$ cat src/rtl/fifo_drain_ctrl.sv
// rtl/fifo_drain_ctrl.sv - drains fixed-length bursts from a source FIFO onto a valid/ready stream.
// Define FIFO_DRAIN_STAT_EN to add the word_cnt accepted-word counter port.
module fifo_drain_ctrl (
    input  logic        clk,
    input  logic        rst_n,
    input  logic        drain_en,
    input  logic [1:0]  burst_sel,
    input  logic        fifo_empty,
    input  logic [4:0]  fifo_count,
    input  logic [15:0] fifo_rd_data,
    output logic        fifo_rd_en,
    output logic        tx_valid,
    input  logic        tx_ready,
    output logic [15:0] tx_data,
    output logic        tx_last,
    input  logic        done_clr,
`ifdef FIFO_DRAIN_STAT_EN
    output logic [15:0] word_cnt,
`endif
    output logic        done_intr
);

    typedef enum logic [1:0] {
        S_IDLE  = 2'd0,
        S_BURST = 2'd1,
        S_DONE  = 2'd2
    } state_e;

    state_e      state_q, state_d;
    logic [3:0]  remaining_q, remaining_d;
    logic [3:0]  burst_len;
    logic        tx_valid_q, tx_valid_d;
    logic        tx_last_q, tx_last_d;
    logic [15:0] tx_data_q, tx_data_d;
    logic        done_q, done_d;
    logic        tx_accept;

    always_comb begin
        case (burst_sel)
            2'b00:   burst_len = 4'd1;
            2'b01:   burst_len = 4'd4;
            2'b10:   burst_len = 4'd8;
            default: burst_len = 4'd12;
        endcase
    end

    assign tx_accept = tx_valid_q & tx_ready;

    always_comb begin
        state_d     = state_q;
        remaining_d = remaining_q;
        tx_valid_d  = tx_valid_q;
        tx_last_d   = tx_last_q;
        tx_data_d   = tx_data_q;
        done_d      = done_q;
        fifo_rd_en  = 1'b0;

        // tx_data keeps its last value after acceptance; only the qualifiers drop
        if (tx_accept) begin
            tx_valid_d = 1'b0;
            tx_last_d  = 1'b0;
        end

        case (state_q)
            S_IDLE: begin
                if (drain_en && (fifo_count >= {1'b0, burst_len})) begin
                    state_d     = S_BURST;
                    remaining_d = burst_len;
                end
            end
            S_BURST: begin
                fifo_rd_en = drain_en & ~fifo_empty & (remaining_q != 4'd0)
                           & (~tx_valid_q | tx_ready);
                if (fifo_rd_en) begin
                    tx_data_d   = fifo_rd_data;
                    tx_valid_d  = 1'b1;
                    tx_last_d   = (remaining_q == 4'd1);
                    remaining_d = remaining_q - 4'd1;
                end
                // an abort waits until any word already on the bus has been taken
                if (tx_accept && tx_last_q) begin
                    state_d = S_DONE;
                end else if (!drain_en && (!tx_valid_q || tx_accept)) begin
                    state_d     = S_IDLE;
                    remaining_d = 4'd0;
                end
            end
            S_DONE: begin
                state_d = S_IDLE;
                done_d  = 1'b1;
            end
            default: state_d = S_IDLE;
        endcase

        if (done_clr) begin
            done_d = 1'b0;
        end
    end

    always_ff @(posedge clk or negedge rst_n) begin
        if (!rst_n) begin
            state_q     <= S_IDLE;
            remaining_q <= 4'd0;
            tx_valid_q  <= 1'b0;
            tx_last_q   <= 1'b0;
            tx_data_q   <= 16'h0000;
            done_q      <= 1'b0;
        end else begin
            state_q     <= state_d;
            remaining_q <= remaining_d;
            tx_valid_q  <= tx_valid_d;
            tx_last_q   <= tx_last_d;
            tx_data_q   <= tx_data_d;
            done_q      <= done_d;
        end
    end

    assign tx_valid  = tx_valid_q;
    assign tx_last   = tx_last_q;
    assign tx_data   = tx_data_q;
    assign done_intr = done_q;

`ifdef FIFO_DRAIN_STAT_EN
    logic [15:0] word_cnt_q;

    always_ff @(posedge clk or negedge rst_n) begin
        if (!rst_n) begin
            word_cnt_q <= 16'h0000;
        end else if (!drain_en) begin
            word_cnt_q <= 16'h0000;
        end else if (tx_accept) begin
            word_cnt_q <= word_cnt_q + 16'h0001;
        end
    end

    assign word_cnt = word_cnt_q;
`endif

endmodule

$ cat config.mk
export PLATFORM = sky130hd
export DESIGN_NAME = fifo_drain_ctrl
export DESIGN_NICKNAME = d
export VERILOG_FILES = /design/src/rtl/fifo_drain_ctrl.sv
export SDC_FILE = /design/constraint.sdc
export NUM_CORES = 1
export LEC_CHECK = 0
export BUFFER_PORTS_ARGS = -buffer_cell sky130_fd_sc_hd__buf_2
export CAP_MARGIN = 20
export CORE_ASPECT_RATIO = 1.2
export CORE_MARGIN = 2
export CORE_UTILIZATION = 50
export CTS_BUF_LIST = sky130_fd_sc_hd__clkbuf_4
export DETAILED_ROUTE_END_ITERATION = 10
export PLACE_DENSITY = 0.82
export SLEW_MARGIN = 15
export SYNTH_ARGS = -nofsm -noshare
export SYNTH_HDL_FRONTEND = slang
export SYNTH_SLANG_ARGS = --single-unit
export TNS_END_PERCENT = 10
$ cat constraint.sdc
create_clock -name clk -period 2.1 [get_ports clk]
set_input_delay 0.315 -clock clk [delete_from_list [all_inputs] [get_ports clk]]
set_output_delay 0.315 -clock clk [all_outputs]
set_load 0.1 [all_outputs]
Word level (Yosys, flattened, before mapping)
Cells that the tools add are included.
{"block": "totals", "reg_bits": 25, "in_bits": 29, "word_cells": 55}
{"block": "op_classes", "add_sub_neg": 1, "n_lt_le_gt_ge": 1, "eq_ne": 7, "n_mux": 19, "bitwise_logic": 7, "n_reduce_logical": 14}
{"operator": "$mux 4", "count": 4}
{"operator": "$pmux 4 s3", "count": 1}
{"operator": "$mux 1", "count": 9}
{"operator": "$pmux 4 s2", "count": 1}
{"operator": "$mux 2", "count": 3}
{"operator": "$reduce_and 2->1", "count": 3}
{"operator": "$ge 5x4->1", "count": 1}
{"operator": "$and 1x1->1", "count": 4}
{"operator": "$eq 2x1->1 const B", "count": 2}
{"operator": "$eq 2x2->1 const B", "count": 2}
{"operator": "$eq 4x1->1 const B", "count": 1}
{"operator": "$logic_not 2->1", "count": 2}
{"operator": "$pmux 2 s2", "count": 1}
{"operator": "$reduce_bool 2->1", "count": 2}
{"operator": "$reduce_bool 4->1", "count": 1}
{"operator": "$sub 4x1->4 const B", "count": 1}
{"operator": "$logic_and 1x1->1", "count": 3}
{"operator": "$ne 3x3->1 const B", "count": 1}
{"operator": "$logic_not 1->1", "count": 2}
{"operator": "$ne 2x2->1 const B", "count": 1}
{"operator": "$not 1->1", "count": 2}
{"operator": "$logic_or 1x1->1", "count": 1}
{"operator": "$or 1x1->1", "count": 1}

Logic depth before layout (Yosys ltp)
{"block": "depth", "depth_word": 8, "depth_mapped": 8, "depth_no_buf": 7}

Worst setup path before layout
Ideal clock, no wire load.
{"block": "synth_path", "path_kind": "register -> register", "start": "reg tx_valid_q (netlist: tx_valid)", "end": "reg tx_data_q[1] (netlist: tx_data[1])", "setup_time_ns": 0.126, "arrival_time_ns": 1.984, "t_required_ns": 1.974, "path_slack_ns": -0.011, "path_stages_with_launch": 6, "n_path_buf": 1, "synth_period_minus_slack_ns": 2.111, "path_cell_list": "dfrtp_1 nand2b_1 nand4_4 inv_6 buf_12 mux2_4"}
{"block": "synth_between", "elab_chain_cells": 4}
{"element": "from (decl)", "line_no": "32", "text": "logic tx_valid_q, tx_valid_d;"}
{"element": "from (signal assigned)", "line_no": "111", "text": "tx_valid_q <= tx_valid_d;"}
{"element": "$not 1->1", "line_no": "73", "text": "& (~tx_valid_q | tx_ready);"}
{"element": "$or 1x1->1", "line_no": "73"}
{"element": "$and 1x1->1", "line_no": "73"}
{"element": "$reduce_and 2->1 (no line)"}
{"element": "to (signal assigned)", "line_no": "113", "text": "tx_data_q <= tx_data_d;"}
{"element": "to (decl)", "line_no": "34", "text": "logic [15:0] tx_data_q, tx_data_d;"}
Every way passes these cells.
A chain may end at the register's enable or synchronous reset.

Worst setup path after layout
{"block": "layout_path", "start": "reg remaining_q[0]", "end": "out fifo_rd_en"}
{"block": "layout_between", "elab_chain_cells": 4}
{"element": "from (decl)", "line_no": "30", "text": "logic [3:0] remaining_q, remaining_d;"}
{"element": "from (signal assigned)", "line_no": "110", "text": "remaining_q <= remaining_d;"}
{"element": "$reduce_bool 4->1", "line_no": "72", "text": "fifo_rd_en = drain_en & ~fifo_empty & (remaining_q != 4'd0)"}
{"element": "$and 1x1->1", "line_no": "72"}
{"element": "$and 1x1->1", "line_no": "73"}
{"element": "$mux 1", "line_no": "64", "text": "case (state_q)"}
{"element": "to (decl)", "line_no": "11", "text": "output logic fifo_rd_en,"}
Every way passes these cells.

==> metrics list <==
* Outcome: complete, no violations
- Die Footprint: just under 0.003 mm^2
- The worst setup path is captured at a primary output.
- Worst hold start: done_clr
- At the worst endpoint, the required time is 1780 ps.
- After clock tree synthesis, the clock-pin slew on the worst setup and hold paths is around 140 ps.
* Boundary pin count: just under 50
* Count of buffers from port buffering: between 40 and 50
* Post-synthesis net count: 131
* Core area: approximately 0.0023 mm^2
- Sum Neg Setup Slack: 0 ps
- CTS tree: built
- Kind of critical path: reg -> out
- Final Hold Viols: 0
- Largest area contributor in the netlist: dfrtp_1
- Die Span Y: a little under 60 um
* Starting DRC count in detailed routing: 21
- The worst setup path is launched from a flop.
- Sequential cells were found to cover around 50% of the synthesized design area.
- Filler cell count: 185
- Async set-or-reset flop fraction in the synthesized netlist: 100.0%
* Number of buffer and inverter instances along the worst setup path: 3
- Max Freq: between 400 and 500 MHz
- Crit path DAT: about 1700 ps
- The number of global-route vias before repair was 970.
* Weighted congestion at the end of routability-driven global placement: between 0.8 and 0.9
- After technology mapping, the gate count stands at 97.
* Leading post-synthesis cells by cell area: dfrtp_1 50%, mux2_4 9.6%, mux2_2 7.2%, ha_1 5.0%, mux2i_1 2.4%
- The number of antenna diodes in the final layout is 0.
- Measured against its own limit, the worst slew margin works out to 64.43%.
* Number of synthesized register bits: 25
- Cells along the critical path: inv_2 -> ha_2 -> or3b_4 -> nand4_4 -> inv_8 -> buf_12
- Antenna-violating nets left: 0
- Flip-flop cell with the highest count after synthesis: dfrtp_1
* Standard cell with the maximum stage delay on the critical path: dfrtp_1
* Final period util: a little over nine tenths
- Measured on the finished design, the core utilization comes to about 69%.
- Total grt overflow: 0
- The post-route netlist has a little over half of its cells at a drive strength greater than 1.
- For this run, the number of Yosys warnings is 0.
* Worst-case clock skew: 5.568 ps
- Largest net degree at the start of global routing: 26
- After detailed routing, the total wire length is 2767 um.
* Number of design rule violations left after detail routing: 0
* Worst hold path endpoint: done_intr
- Critical path peak fanout: 2
* Area of the mapped netlist: 0.001257 mm^2
- Shortest period the worst path allows: a little over 2000 ps
- Sinks on Clock Net: 25
- The worst register-to-register path ends at remaining_q[0].
- Detailed-routing iteration count for the pre-antenna-repair pass: 4
- Critical R2R Launch: remaining_q[0]
* Detailed-route via count: about 1,000
* Worst reg2reg setup slack: about 150 ps
- The number of cells on the worst reg-to-reg path is 8.
- Global routing used between 10% and 20% of the available tracks across all layers.
- Nets: 189
- Worst hold path stage count: 2
- At the pin with the least slew margin, the transition time is approximately 530 ps.
- The largest single stage delay on the critical path is approximately 430 ps.
- Post-Syn Area per Cell: 12.96 um^2
- Deepest clock path buffer count: 2
- Final setup violation count: 0
* Post-DR vias/cell: approximately 5.4
- The first global-routing pass estimated 4360 um of wire.
- The area growth from synthesis to layout is 28.46%.
- The floorplan step set the die width to between 40 and 50 um.
- CTS placed an instance of clkbuf_4 at the clock tree root.
- H-tree levels: 1
- Yosys mapped a number of flops with a built-in enable equal to 0.
- The max-slew violation count is 0.
- Clk_lat worst skew: slightly above 300 ps
* Post-synth top area share: approximately 50%
- CTS Buf Count: 3
- Placement Rows: 19
- Classification of the worst-slack hold path: in -> reg
- Starting utilization of the core area: 53.97%
- Timing analysis after detailed placement gives a worst setup slack of between 200 and 300 ps.
- The initial antenna violation count is 0.
- Count of different cell masters after synthesis: 30
- Summed over all nets, the half-perimeter wirelength after detailed placement is 2034 um.
- Max Cap Violations: 0
* Setup ws final: approximately 47 ps
- Routed len/inst: between 10 and 15 um
- Top cell family by delay on the critical path: simple AND/OR/NAND/NOR gates
-- worst reg2reg max path: cells and delay by family (launching register included) --
| family | cells | cell delay (ps) |
|---|---|---|
| and+or+nand+nor | 2 | 540 |
| adders and majority gates | 1 | 180 |
| DFF | 1 | 430 |
| AOI/OAI and AO/OA | 2 | 370 |
| buffers and inverters | 3 | 330 |
-- registers in the layout, indices dropped and copies added (netlist names) --
| signal | flops |
|---|---|
| done_intr | 1 |
| remaining_q | 4 |
| state_q | 2 |
| tx_data | 16 |
| tx_last | 1 |
| tx_valid | 1 |
-- logic make-up (layout without fill, tap and decap cells) --
kind of cell / Yosys count / in the layout / share of synthesized area [%]
buf+inv: 10 / 67 / 4.677
flops: 25 / 25 / 49.75
compound gates: 12 / 12 / 7.960
simple gates: 26 / 26 / 13.53
mux: 19 / 19 / 19.11
fa+ha+maj: 5 / 5 / 4.975
-- repair_timing --
| action | 4_1_cts | 5_1_grt |
|---|---|---|
| gates resized for setup | 2 | 2 |
| pin swaps | 0 | 0 |
| endpoints found under the setup margin | 1 | 1 |
| buffers inserted | 4 | 1 |
| hold buffers | 1 | 0 |
| hold endpoints to repair | 25 | 0 |
-- Yosys cell counts (2+ instances only) --
library cell	count
o22ai_1	2
o221ai_1	2
dfrtp_1	25
nand3_1	4
mux2i_1	3
a211oi_1	2
a21o_1	2
mux2_4	8
inv_1	8
nor2_1	4
nand2_1	5
mux2_2	8
ha_1	5
nand2b_1	3
-- worst max-delay path by stage --
stage          depth (start not counted)  slack, ps          to           start
6_report                               6         50  fifo_rd_en  remaining_q[0]
2_1_floorplan                          7        300  tx_data[1]  remaining_q[0]
3_3_place_gp                           6        310  fifo_rd_en  remaining_q[0]
5_1_grt                                6        -20  fifo_rd_en  remaining_q[0]
4_1_cts                                6         40  fifo_rd_en  remaining_q[0]
3_5_place_dp                           6        260  fifo_rd_en  remaining_q[0]
-- layout make-up --
cell class	instances	area, um^2	area share (%)
clock inverters	1	7.507	0.4648
well taps	31	38.79	2.401
multi-input cells	62	575.6	35.63
inverters	9	41.29	2.556
repair buffers	54	302.8	18.75
flip-flops and latches	25	626.9	38.81
clock buffers	3	22.52	1.394
-- per-stage QoR --
stage | cells | area [um^2] | hold WS (ps)
after floorplan | 97 | 1259 | 19.41
after global placement | 175 | 1533 | 329.3
after detailed placement | 175 | 1533 | 323.8
after CTS | 184 | 1608 | 126.1
after global routing | 185 | 1615 | 116.7
final | 185 | 1615 | 131.9
-- cells in the final DEF, fill, tap and decap left out, types with 2 or more instances in the layout --
master	netlist	routed
a211oi_1	2	2
a21o_1	2	2
buf_2	0	47
buf_4	0	5
clkbuf_4	0	3
dfrtp_1	25	24
ha_1	5	4
inv_1	8	6
inv_2	0	2
mux2_2	8	8
mux2_4	8	8
mux2i_1	3	3
nand2_1	5	5
nand2b_1	3	3
nand3_1	4	4
nor2_1	4	4
o221ai_1	2	2
o22ai_1	2	2
-- metal layers --
layer / vias up / track usage (%) / part of all wire, %
met1: 486 / 25.38 / 39
met4: 0 / 5.952 / 0.61
met3: 2 / 3.299 / 6.8
li1: 468 / - / -
met2: 44 / 33.33 / 53
met5: - / 0 / 0
Power is left out: the tool's default activity adds up to more than one toggle a clock period on the data nets, which glitch-free logic cannot reach.
